--- src/rtl/wdt_kick_ctrl.sv ---
// Watchdog kick controller.
// Programs the watchdog over its register bus (unlock, LOAD, WINDOW, CTRL, lock) and then
// refreshes it only once every heartbeat source has checked in since the previous kick, and
// never while the watchdog COUNT is still above the window in window mode.
// Optional feature: define WDT_KICK_CTRL_EWI_CLEAR_EN to follow every kick with a W1C write
// of the EWIF bit in STATUS.
module wdt_kick_ctrl #(
  parameter int unsigned NUM_HB        = 4,
  parameter int unsigned POLL_INTERVAL = 16
) (
  input  logic              clk_i,
  input  logic              rst_ni,
  input  logic              cfg_start_i,
  input  logic [31:0]       cfg_load_i,
  input  logic [31:0]       cfg_window_i,
  input  logic [31:0]       cfg_ctrl_i,
  input  logic [NUM_HB-1:0] hb_i,
  output logic              wdt_stb_o,
  output logic              wdt_we_o,
  output logic [3:0]        wdt_adr_o,
  output logic [3:0]        wdt_byte_sel_o,
  output logic [31:0]       wdt_dat_o,
  input  logic [31:0]       wdt_dat_i,
  output logic              busy_o,
  output logic              running_o,
  output logic              kick_o,
  output logic              late_o,
  output logic [NUM_HB-1:0] hb_seen_o
);

  localparam int unsigned TimerW = (POLL_INTERVAL > 1) ? $clog2(POLL_INTERVAL + 1) : 1;

  // Watchdog register map (word addresses) and key values.
  localparam logic [3:0]  AdrCtrl    = 4'd0;
  localparam logic [3:0]  AdrLoad    = 4'd1;
  localparam logic [3:0]  AdrCount   = 4'd2;
  localparam logic [3:0]  AdrWindow  = 4'd3;
  localparam logic [3:0]  AdrKey     = 4'd4;
`ifdef WDT_KICK_CTRL_EWI_CLEAR_EN
  localparam logic [3:0]  AdrStatus  = 4'd5;
  localparam logic [31:0] EwifClear  = 32'h0000_0001;
`endif
  localparam logic [31:0] KeyUnlock  = 32'h1234_5678;
  localparam logic [31:0] KeyLock    = 32'hDEAD_BEEF;
  localparam logic [31:0] KeyRefresh = 32'h5A5A_5A5A;

  typedef enum logic [3:0] {
    StIdle,
    StUnlock,
    StWrLoad,
    StWrWin,
    StWrCtrl,
    StLock,
    StRun,
    StPoll,
    StWait,
    StKick
`ifdef WDT_KICK_CTRL_EWI_CLEAR_EN
    , StClr
`endif
  } state_e;

  state_e              state_q, state_d;
  logic [31:0]         load_q, window_q, ctrl_q;
  logic [NUM_HB-1:0]   hb_seen_q, hb_seen_d;
  logic                late_q, late_d;
  logic [TimerW-1:0]   timer_q, timer_d;
  logic                running;

  assign running = (state_q == StRun) || (state_q == StPoll) || (state_q == StWait) ||
`ifdef WDT_KICK_CTRL_EWI_CLEAR_EN
                   (state_q == StClr) ||
`endif
                   (state_q == StKick);

  // State, heartbeat mask, late flag, poll timer and latched configuration.
  always_ff @(posedge clk_i) begin
    if (!rst_ni) begin
      state_q   <= StIdle;
      load_q    <= '0;
      window_q  <= '0;
      ctrl_q    <= '0;
      hb_seen_q <= '0;
      late_q    <= 1'b0;
      timer_q   <= '0;
    end else begin
      state_q   <= state_d;
      hb_seen_q <= hb_seen_d;
      late_q    <= late_d;
      timer_q   <= timer_d;
      if (cfg_start_i) begin
        load_q   <= cfg_load_i;
        window_q <= cfg_window_i;
        ctrl_q   <= cfg_ctrl_i;
      end
    end
  end

  // Next-state logic: config sequence, heartbeat gating, window polling.
  always_comb begin
    state_d   = state_q;
    hb_seen_d = hb_seen_q;
    late_d    = late_q;
    timer_d   = timer_q;

    if (running) begin
      hb_seen_d = hb_seen_q | hb_i;
    end

    unique case (state_q)
      StIdle:   state_d = StIdle;
      StUnlock: state_d = StWrLoad;
      StWrLoad: state_d = StWrWin;
      StWrWin:  state_d = StWrCtrl;
      StWrCtrl: state_d = StLock;
      StLock:   state_d = StRun;
      StRun: begin
        // A disabled watchdog (ctrl[0]=0) is never polled or refreshed.
        if (ctrl_q[0] && (&hb_seen_q)) begin
          state_d = StPoll;
        end
      end
      StPoll: begin
        if (wdt_dat_i == 32'd0) begin
          late_d  = 1'b1;
          state_d = StKick;
        end else if (ctrl_q[2] && (wdt_dat_i > window_q)) begin
          // Still in the early region: refreshing now would trip the watchdog.
          state_d = StWait;
          timer_d = TimerW'(POLL_INTERVAL);
        end else begin
          state_d = StKick;
        end
      end
      StWait: begin
        timer_d = timer_q - TimerW'(1);
        if (timer_q <= TimerW'(1)) begin
          state_d = StPoll;
        end
      end
      StKick: begin
        // A heartbeat coincident with the kick belongs to the next epoch.
        hb_seen_d = hb_i;
`ifdef WDT_KICK_CTRL_EWI_CLEAR_EN
        state_d   = StClr;
`else
        state_d   = StRun;
`endif
      end
`ifdef WDT_KICK_CTRL_EWI_CLEAR_EN
      StClr:    state_d = StRun;
`endif
      default:  state_d = StIdle;
    endcase

    if (cfg_start_i) begin
      state_d   = StUnlock;
      hb_seen_d = '0;
      late_d    = 1'b0;
    end
  end

  // Bus access performed in each state; one single-cycle access per state.
  always_comb begin
    wdt_stb_o = 1'b0;
    wdt_we_o  = 1'b0;
    wdt_adr_o = '0;
    wdt_dat_o = '0;
    unique case (state_q)
      StUnlock: begin
        wdt_stb_o = 1'b1;
        wdt_we_o  = 1'b1;
        wdt_adr_o = AdrKey;
        wdt_dat_o = KeyUnlock;
      end
      StWrLoad: begin
        wdt_stb_o = 1'b1;
        wdt_we_o  = 1'b1;
        wdt_adr_o = AdrLoad;
        wdt_dat_o = load_q;
      end
      StWrWin: begin
        wdt_stb_o = 1'b1;
        wdt_we_o  = 1'b1;
        wdt_adr_o = AdrWindow;
        wdt_dat_o = window_q;
      end
      StWrCtrl: begin
        wdt_stb_o = 1'b1;
        wdt_we_o  = 1'b1;
        wdt_adr_o = AdrCtrl;
        wdt_dat_o = ctrl_q;
      end
      StLock: begin
        wdt_stb_o = 1'b1;
        wdt_we_o  = 1'b1;
        wdt_adr_o = AdrKey;
        wdt_dat_o = KeyLock;
      end
      StPoll: begin
        wdt_stb_o = 1'b1;
        wdt_adr_o = AdrCount;
      end
      StKick: begin
        wdt_stb_o = 1'b1;
        wdt_we_o  = 1'b1;
        wdt_adr_o = AdrKey;
        wdt_dat_o = KeyRefresh;
      end
`ifdef WDT_KICK_CTRL_EWI_CLEAR_EN
      StClr: begin
        wdt_stb_o = 1'b1;
        wdt_we_o  = 1'b1;
        wdt_adr_o = AdrStatus;
        wdt_dat_o = EwifClear;
      end
`endif
      default: ;
    endcase
  end

  assign wdt_byte_sel_o = 4'hF;
  assign busy_o         = (state_q == StUnlock) || (state_q == StWrLoad) ||
                          (state_q == StWrWin)  || (state_q == StWrCtrl) || (state_q == StLock);
  assign running_o      = running;
  assign kick_o         = (state_q == StKick);
  assign late_o         = late_q;
  assign hb_seen_o      = hb_seen_q;

endmodule

--- config.mk ---
export PLATFORM = sky130hd
export DESIGN_NAME = wdt_kick_ctrl
export DESIGN_NICKNAME = d
export VERILOG_FILES = /design/src/rtl/wdt_kick_ctrl.sv
export SDC_FILE = /design/constraint.sdc
export NUM_CORES = 1
export LEC_CHECK = 0
export CAP_MARGIN = 30
export CORE_MARGIN = 2
export CORE_UTILIZATION = 36
export CTS_CLUSTER_SIZE = 40
export DETAILED_ROUTE_END_ITERATION = 7
export DONT_BUFFER_PORTS = 1
export SKIP_CTS_REPAIR_TIMING = 1
export SYNTH_ARGS = -nofsm -noshare
export SYNTH_HDL_FRONTEND = slang
export SYNTH_SLANG_ARGS = --single-unit
--- constraint.sdc ---
create_clock -name clk_i -period 3.5 [get_ports clk_i]
set_input_delay 0.35 -clock clk_i [delete_from_list [all_inputs] [get_ports clk_i]]
set_output_delay 0.35 -clock clk_i [all_outputs]
set_load 0.01 [all_outputs]
## Word level (Yosys, flattened, before mapping)

Cells that the tools add are included.

- Bits in registers: 110
- Latch bits: 0
- RAM bits: 0
- ROM bits: 0
- Output and inout bits: 50
- Memories: 0

- $add $sub $neg: 1
- Multiply operators: 0
- Divide/modulo/power cells: 0
- $lt $le $gt $ge: 2
- Eq/ne operators: 15
- Shifts and indexed selects: 0
- Muxes and demuxes: 15
- Bitwise logic cells: 2
- Reductions and logical operators: 22

Operators by type and width:

| operator | number |
|---|---|
| $pmux W32 S6 | 1 |
| $gt A32 B32 Y1 | 1 |
| $logic_not A32 Y1 | 1 |
| $pmux W4 S8 | 1 |
| $eq A4 B3 Y1 const B | 4 |
| $mux W4 | 4 |
| $pmux W3 S4 | 1 |
| $mux W5 | 2 |
| $pmux W5 S2 | 1 |
| $eq A4 B2 Y1 const B | 2 |
| $eq A4 B4 Y1 const B | 2 |
| $logic_or A1 B1 Y1 | 7 |
| $reduce_or A7 Y1 | 1 |
| $ne A2 B1 Y1 const B | 3 |
| $ne A3 B2 Y1 const B | 2 |
| $reduce_and A2 Y1 | 3 |
| $reduce_or A6 Y1 | 1 |
| $le A5 B1 Y1 const B | 1 |
| $mux W1 | 5 |
| $sub A5 B1 Y5 const B | 1 |
| $eq A4 B1 Y1 const B | 1 |
| $or A4 B4 Y4 | 1 |
| $reduce_and A4 Y1 | 1 |
| $reduce_bool A2 Y1 | 2 |
| other kinds (6) | 8 |

## Depth between registers and ports, before layout

Gate-level depths: netlist of run 1.

- Word-level depth: 6
- Depth in mapped cells: 9
- Gate-level depth less buffers: 9

## Least setup slack after synthesis of run 1

Ideal clock, no wire load.

- Path kind: reg2reg
- Start point: reg window_q[30]
- End point: reg timer_q[4]
- Setup time: 0.118 ns
- Data arrival time: 2.022 ns
- Data required time: 3.382 ns
- Path slack: 1.360 ns
- Cell stages (with the launch flop): 10
- Path through: dfxtp_1 > inv_1 > ha_1 > a21oi_1 > nand2_1 > a221o_1 > a211o_1 > a211oi_2 > nor2_1 > o2111a_1

- Cells in the longest elaborated chain, start to end: 4

Ends and longest elaborated chain:

| what | RTL line | text |
|---|---|---|
| start, declared | 64 | `logic [31:0] load_q, window_q, ctrl_q;` |
| start signal, assigned | 93 | `window_q <= cfg_window_i;` |
| $gt A32 B32 Y1 | 127 | `end else if (ctrl_q[2] && (wdt_dat_i > window_q)) begin` |
| $logic_and A1 B1 Y1 | 127 |  |
| $ne A2 B1 Y1 (no line) | -- |  |
| $reduce_and A3 Y1 (no line) | -- |  |
| end signal, assigned | 90 | `timer_q <= timer_d;` |
| end, declared | 67 | `logic [TimerW-1:0] timer_q, timer_d;` |

Every way passes these cells.
A chain may end at the register's enable or synchronous reset.

## Final worst setup path of run 1

- Start point: reg state_q[1]
- End point: out wdt_dat_o[11]

- Cells in the longest elaborated chain, start to end: 2

Ends and longest elaborated chain:

| what | RTL line | text |
|---|---|---|
| start, declared | 63 | `state_e state_q, state_d;` |
| start signal, assigned | 79 | `state_q <= StIdle;` |
| start signal, assigned | 87 | `state_q <= state_d;` |
| $eq A4 B4 Y1 (tied with other cells) | 169 | `unique case (state_q)` |
| $pmux W32 S6 * | 169 |  |
| end, declared | 22 | `output logic [31:0] wdt_dat_o,` |

Mark *: on every way between the ends. The rest lies on a longest branch, timed or not.

==> results of run 1 <==
[area by class of cell]
cell class                 count  area [um2]
clock buffer                  10         229
clock inverter                 6         100
fill                        1694        9990
inverter                      44         165
multi-input combinational    486        3460
sequential                   110        2200
tap                          220         275
timing repair buffer           6        45.0
[state kept, by name, indices dropped and copies added, names as in the netlist]
| register | count |
|---|---|
| ctrl_q | 32 |
| timer_q | 5 |
| state_q | 4 |
| hb_seen_o | 4 |
| load_q | 32 |
| window_q | 32 |
| late_o | 1 |
[metrics by stage]
step	power [mW]	worst slack [ns]	hold WS (ns)
6_report	2.92	0.753	0.116
5_1_grt	3.04	0.537	0.108
4_1_cts	2.95	0.722	0.101
3_5_place_dp	1.79	0.817	0.488
3_3_place_gp	1.77	0.862	0.486
2_1_floorplan	1.72	1.36	0.459
[power by group]
| group | internal [mW] | total [mW] | leakage, nW | switching (mW) |
|---|---|---|---|---|
| registers | 1.32 | 1.38 | 0.906 | 0.0654 |
| clock network | 0.643 | 1.16 | 0.161 | 0.519 |
| logic | 0.166 | 0.374 | 1.64 | 0.209 |
| total | 2.13 | 2.92 | 2.71 | 0.793 |
[placed cells by master (no fill, tap or decap), drive strengths merged, types with 5 or more instances in the layout]
| cell type | count |
|---|---|
| nand2b | 7 |
| inv | 47 |
| nor4 | 12 |
| nand3 | 18 |
| mux2i | 100 |
| dfxtp | 110 |
| buf | 6 |
| nor2b | 98 |
| o21ai | 32 |
| nand2 | 45 |
| nor2 | 30 |
| conb | 5 |
| a21oi | 25 |
| ha | 34 |
| nand4 | 9 |
| a22oi | 24 |
| o22ai | 6 |
| clkbuf | 10 |
[per-layer routing]
layer	GRT usage	vias to the layer above
li1	-	2319
met1	0.288	2279
met2	0.329	192
met3	0.0750	22
met4	0.0638	0
met5	0	-
[cells by family (layout without fill, tap and decap cells)]
logic type,after synthesis,in the layout,synth area share
and+or+nand+nor,234,234,0.211
AOI/OAI and AO/OA,110,110,0.119
DFF,110,110,0.367
muxes,100,100,0.167
buffers and inverters,89,66,0.0602
adders and majority gates,34,34,0.0708
xor gates and xnor gates,3,3,0.00438
other,2,5,0.00125
[worst register-to-register path: stages, from the launching register on]
cell	delay, ns
dfxtp_1	0.86
and4b_1	0.38
nand3_1	0.12
nor3_1	0.43
a211oi_1	0.15
a211oi_2	0.34
nor2_1	0.12
o2111a_1	0.24
[path summary, 6_finish.rpt]
path | start | end | depth (start not counted)
max reg2reg | state_q[2] | timer_q[4] | 7
min | rst_ni | ctrl_q[25] | 1
max | state_q[1] | wdt_dat_o[11] | 3
min reg2reg | timer_q[0] | timer_q[0] | 1
==> impl_results.md, run 1 <==
- H-tree levels: 3
- Initial antenna violation count: 0
- Crit end category: output pin
- Largest net degree at the start of global routing: 106
- Worst-path clk slew: 0.08 ns
- Final worst path period need: 2.75 ns
- WS Path Type: register to output pin
- Iter 0 DRT Violations: about 350
- Share of layout cells above drive strength 1: 0.0408
- Vias in the first global route: between 4,000 and 5,000
- FMAX: about 0.36 GHz
- Worst Path Arrival: 2.40 ns
- Core Region: 16,500 um2
- Fin util: 0.393
- Yosys top cell by area: dfxtp_1
- Register bit total from synthesis: 110
- Area after DPL: between 6000 and 7000 um2
- Ys flop type: dfxtp_1
- Hold WC Path Type: input pin to register
- Chip width: between 100 and 150 um
- First-pass GRT wire length: 28.8 mm
- Die H: about 130 um
- Drt pass-1 iters: 5
- DR vias/cell: 5.46
- Final Hold Fails: 0
- Clk_lat worst skew: roughly 0.36 ns
- DRC errors left: 0
- Top sig layer: met4
- Synth warnings: 0
- Final Max Tran Viols: 0
- Gate Count Post-Synth: around 680
- CP cell instances: inv_1 > or2_2 > o21ai_0
- Startpoint Class: register
- FF-to-FF setup slack: 0.77 ns
- Yosys top cell area share: 0.367
- Die area: 17,700 um2
- Max rail drop VDD: approximately 0.00030 V
- Clock skew: 0.00680 ns
- Total of max-cap violations: 0
- Area delta synth->final: 7.81%
- Root buffer cell: clkbuf_16
- Number of routed nets with antenna violations: 0
- Final setup viols: 0
- CTS tree: yes
- Final Cycle Share: 0.785
- Rel. slew slack: 0.453
- M1 wire length: 8.65 mm
- Crit path max-delay cell type: dfxtp_1
- Fraction of registers with async set/reset: 0
- Netlist cell types: 47
- Row Count: 47
- WP data required: between 3 and 4 ns
- Leakage: 2.71 nW
- EDFF count, synth: 0
- All-Layer GR Usage: 0.215
- Maximum clock path buffer count: 2
- Cells after DPL: around 870
- Initial Util: 0.365
- Status: completed
- RSZ-0062 raised after global routing: false
- Seq/Total Area, Yosys: 0.367
- CP max stage delay: about 0.7 ns
- Fin nets: approximately 830
- TritonCTS Buffers: 9
- Top cells by count, synth: dfxtp_1 (110), mux2i_1 (100), nor2b_1 (98), nand2_1 (45), inv_1 (44)
- Clock sinks: 110
- Worst-Margin Slew: approximately 0.82 ns
- Crit Path Max Fanout: 19
- PwrDens: approximately 450 nW/um2
- Routed WL: about 19 mm
- Syn Std Cell Area: ~6000 um2
- Met3 WL post-DR: roughly 1.7 mm
- Final std cells w/o fill: around 900
- GPL Wtd Cong: approximately 0.9
- Gr ovfl total: 0
- Synth top area cells: dfxtp_1 (37%), mux2i_1 (17%), nor2b_1 (10%), ha_1 (7.1%), a22oi_1 (3.0%)
- IO Port Bufs: 0
- Mean routed wirelength per cell: around 22 um
- Critical path's top delay family: flip-flops
- Worst Path Buf+Inv: 1
- Met2 wire length: 8.42 mm
- Total number of vias: 4,812
- Total negative slack: 0 ns
- Mean post-synth cell area: between 8 and 9 um2
- Top Ports: 185
- N_diodes: 0
- Detailed Place HPWL: about 15 mm
- Count leader, synth: dfxtp_1
- Fin area: 6470 um2
(Power assumes the default switching activity.)
==> run 2, diff against run 1 <==
Clock period 3.5 ns to 2.75 ns, I/O delays scaled along.
==> impl_results.md, run 2 (synthesis gave the netlist of run 1 again) <==
- Vias in the first global route: between 4,000 and 5,000
- N_diodes: 0
- Crit. Startpoint: window_q[28]
- IO Port Bufs: 0
- Comb power frac: 0.147
- DRC errors left: 0
- Core Region: 16,500 um2
- Share of layout cells above drive strength 1: 0.0635
- Final Max Tran Viols: 0
- All-Layer GR Usage: 0.217
- Die H: approximately 130 um
- Final worst path period need: approximately 2.5 ns
- Crit end category: register
- Sw Share: 0.282
- Fin nets: 842
- RSZ-0062 raised after global routing: false
- CTS tree: yes
- Final WS setup: about 0.25 ns
- First-pass GRT wire length: between 20 and 30 mm
- Worst-path clk slew: 0.08 ns
- Clk_lat worst skew: 0.36 ns
- Final Hold Fails: 0
- Sw Pwr: approximately 1 mW
- Iter 0 DRT Violations: 325
- Most frequent cells in the layout: dfxtp_1 (110), mux2i_1 (100), nor2b_1 (98)
- Total negative slack: 0 ns
- WS Path Type: register to register
- Initial Util: 0.365
- Die area: around 18,000 um2
- Total of max-cap violations: 0
- P_int: between 2 and 3 mW
- H-tree levels: 3
- Routed WL: 19.3 mm
- Clock sinks: 110
- GPL Wtd Cong: ~0.90
- Initial antenna violation count: 0
- Clock Power Share: 0.359
- Number of routed nets with antenna violations: 0
- Rel. slew slack: 0.596
- Worst Path Arrival: approximately 2.8 ns
- Worst-Margin Slew: between 0.5 and 0.6 ns
- Top flop regs: ctrl_q (32), load_q (32), window_q (32)
- Seq pwr share: 0.494
- Max rail drop VDD: between 0.0003 and 0.0004 V
- Worst Min Path Start: rst_ni
- Area delta synth->final: 9.02%
- Clock skew: between 0.008 and 0.009 ns
- Final Cycle Share: 0.907
- Crit Path Max Fanout: 4
- Startpoint Class: register
- Detailed Place HPWL: 15.0 mm
- Most common cell after layout, fill and taps aside: dfxtp_1
- Row Count: 47
- Total number of vias: roughly 5,000
- Dpl ws: around 0.30 ns
- Mean routed wirelength per cell: about 22 um
- Largest net degree at the start of global routing: roughly 110
- DR vias/cell: about 5.4
- Gr ovfl total: 0
- Final setup viols: 0
- FMAX: 0.401 GHz
- WP data required: approximately 3.0 ns
- Status: completed
- Top Ports: ~190
- TritonCTS Buffers: 9
- Hold WC Path Type: input pin to register
- Root buffer cell: clkbuf_16
- Leakage: ~2.8 nW
- Drt pass-1 iters: 5
- Chip width: roughly 130 um
- Maximum clock path buffer count: 2
- Critical R2R Launch: window_q[28]
- PwrDens: around 540 nW/um2
run 2: cell count changes in the layout (fill, tap and decap cells not counted), sizes merged:
cell / delta
clkinvlp: +1
bufinv: -2
inv: -1
clkbuf: -1
buf: +16
clkinv: +2
run 2: worst paths after layout:
| check | endpoint | slack [ns] | cells past startpoint |
|---|---|---|---|
| worst max-delay path | timer_q[1] | 0.25 | 8 |
| worst min-delay path | ctrl_q[23] | 0.04 | 1 |
| worst min register to register | timer_q[0] | 0.52 | 1 |
| worst max register to register | timer_q[1] | 0.25 | 8 |
run 2: worst max-delay path, cell delays in order (launching register included):
cell	delay, ns
dfxtp_1	0.46
inv_1	0.08
ha_1	0.29
nand4_1	0.18
nor4_2	0.39
nand3b_1	0.15
a311oi_2	0.34
a211oi_2	0.11
o311a_1	0.37
run 2: power groups by stage:
stage / logic, mW / registers, mW / clock network (mW)
final: 0.521 / 1.75 / 1.27
after global routing: 0.581 / 1.76 / 1.37
after CTS: 0.521 / 1.75 / 1.31
after detailed placement: 0.518 / 1.79 / 0
after global placement: 0.506 / 1.79 / 0
after floorplan: 0.432 / 1.75 / 0
run 2: final cells by class:
cell class,count,area [um2]
fill,1671,9920
multi-input combinational,486,3460
sequential,110,2200
tap,220,275
clock buffer,9,225
timing repair buffer,22,165
inverter,44,165
clock inverter,6,56.3
run 2: per-layer routing:
layer | global-route usage | routed length (um) | vias to the layer above
met3 | 0.0928 | 1960 | 17
li1 | - | - | 2347
met4 | 0.0550 | 289 | 0
met2 | 0.335 | 8530 | 195
met1 | 0.279 | 8560 | 2319
met5 | 0 | 0 | -
run 2: through the flow:
step	total power, mW	std cells	hold slack, ns	util	cell area [um2]
after global routing	3.71	897	0.0233	0.398	6550
after global placement	2.29	882	0.409	0.380	6260
final	3.55	897	0.0361	0.398	6550
after detailed placement	2.31	882	0.414	0.380	6260
after CTS	3.58	897	0.0275	0.398	6550
after floorplan	2.18	685	0.438	-	6020
==> run 3, diff against run 2 <==
==> constraint.sdc (replaced) <==
create_clock -name clk_i -period 2.75 [get_ports clk_i]
set_input_delay 0.275 -clock clk_i [delete_from_list [all_inputs] [get_ports clk_i]]
set_output_delay 0.275 -clock clk_i [all_outputs]
set_load 0.02 [all_outputs]
==> impl_results.md, run 3 (synthesis gave the netlist of run 1 again) <==
- DR vias/cell: 5.41
- Crit end category: register
- Worst Path Buf+Inv: 1
- Startpoint Class: register
- Drt pass-1 iters: 5
- Mean routed wirelength per cell: 21.2 um
- Final Cycle Share: 0.899
- Die area: about 18,000 um2
- Vias in the first global route: between 4,000 and 5,000
- Worst-Margin Slew: between 0.7 and 0.8 ns
- WP data required: around 3 ns
- Hold WC Path Type: input pin to register
- Clock skew: 0.00650 ns
- Most common cell after layout, fill and taps aside: dfxtp_1
- Initial Util: 0.365
- All-Layer GR Usage: 0.212
- H-tree levels: 3
- Clock sinks: 110
- Top Ports: between 150 and 200
- FMAX: a little over 0.4 GHz
- Dpl ws: 0.320 ns
- Status: completed
- Die H: about 130 um
- GPL Wtd Cong: ~0.90
- IO Port Bufs: 0
- Crit Path Max Fanout: 4
- Final WS setup: between 0.2 and 0.3 ns
- Crit path top cell by count: nor2_1
- Leakage: around 2.8 nW
- Total negative slack: 0 ns
- Initial antenna violation count: 1
- Worst-path clk slew: 0.08 ns
- Area after DPL: roughly 6400 um2
- Area delta synth->final: 10.6%
- Number of routed nets with antenna violations: 0
- First-pass GRT wire length: 28.5 mm
- Largest net degree at the start of global routing: between 100 and 150
- CTS tree: yes
- DRC errors left: 0
- Total number of vias: around 4,900
- Power Total: roughly 3.6 mW
- Worst Path Arrival: 2.72 ns
- Final std cells w/o fill: between 900 and 1,000
- Final worst path period need: between 2 and 2.5 ns
- Final setup viols: 0
- Row Count: 47
- Total of max-cap violations: 0
- FF-to-FF setup slack: ~0.28 ns
- CP cell instances: inv_1 > ha_1 > nand4_1 > nor2_1 > a221o_1 > a211o_1 > a211oi_2 > nor2_1 > o2111a_1
- Top flop regs: ctrl_q (32), load_q (32), window_q (32)
- Root buffer cell: clkbuf_16
- RSZ-0062 raised after global routing: false
- Routed WL: 19.2 mm
- Core Region: about 16,000 um2
- CP max stage delay: about 0.46 ns
- Share of layout cells above drive strength 1: 0.0799
- Gr ovfl total: 0
- Critical path's top delay family: compound AO/OA/AOI/OAI gates
- Detailed Place HPWL: between 10 and 15 mm
- Iter 0 DRT Violations: between 200 and 250
- N_diodes: 0
- Most frequent cells in the layout: dfxtp_1 (110), mux2i_1 (100), nor2b_1 (98)
- Maximum clock path buffer count: 2
- Crit path max-delay cell type: dfxtp_1
- Max rail drop VDD: around 0.00032 V
- Final Hold Fails: 0
- PwrDens: between 500 and 600 nW/um2
- Clk_lat worst skew: ~0.36 ns
- Chip width: 133 um
- WS Path Type: register to register
- Cells after DPL: 892
- TritonCTS Buffers: 9
- Rel. slew slack: 0.504
- Fin nets: roughly 850
- Final Max Tran Viols: 0
- Fin area: 6640 um2
==> run 3: power by group <==
| part | internal [mW] | switching, mW |
|---|---|---|
| sequential | 1.68 | 0.0711 |
| clock | 0.639 | 0.668 |
| combinational | 0.255 | 0.325 |
==> run 3: per-layer routing <==
metal  GRT usage  vias up  part of all wire  routed length (um)
met5           0        -                 0                   0
met4      0.0703        0             0.021                 406
met3      0.0575       25             0.075                1440
met2       0.312      185              0.43                8250
met1       0.301     2330              0.48                9140
li1            -     2373                 -                   -
==> run 3: area by class of cell <==
class / instances / area (um2)
tap: 220 / 275
clock buffer: 9 / 225
fill: 1678 / 9820
inverter: 44 / 165
timing repair buffer: 32 / 253
multi-input combinational: 486 / 3460
sequential: 110 / 2200
clock inverter: 7 / 63.8
==> run 3: final timing paths <==
path | start | end | depth (start not counted)
worst max register to register | window_q[29] | timer_q[4] | 9
worst min-delay path | rst_ni | ctrl_q[19] | 1
worst max-delay path | window_q[29] | timer_q[4] | 9
worst min register to register | ctrl_q[9] | ctrl_q[9] | 2
==> run 3: stage by stage <==
stage,util,hold WS [ns]
finish,0.403,0.0410
global route,0.403,0.0334
CTS,0.403,0.0274
detailed placement,0.386,0.414
global placement,0.386,0.409
floorplan,-,0.438
==> run 3: worst register-to-register path, delay by kind of cell (launching register included) <==
family,cells,cell delay [ns]
flip-flops,1,0.46
AND/OR/NAND/NOR,3,0.37
adder cells (fa/ha/maj),1,0.29
buffers and inverters,1,0.08
AO/OA/AOI/OAI,4,1.16
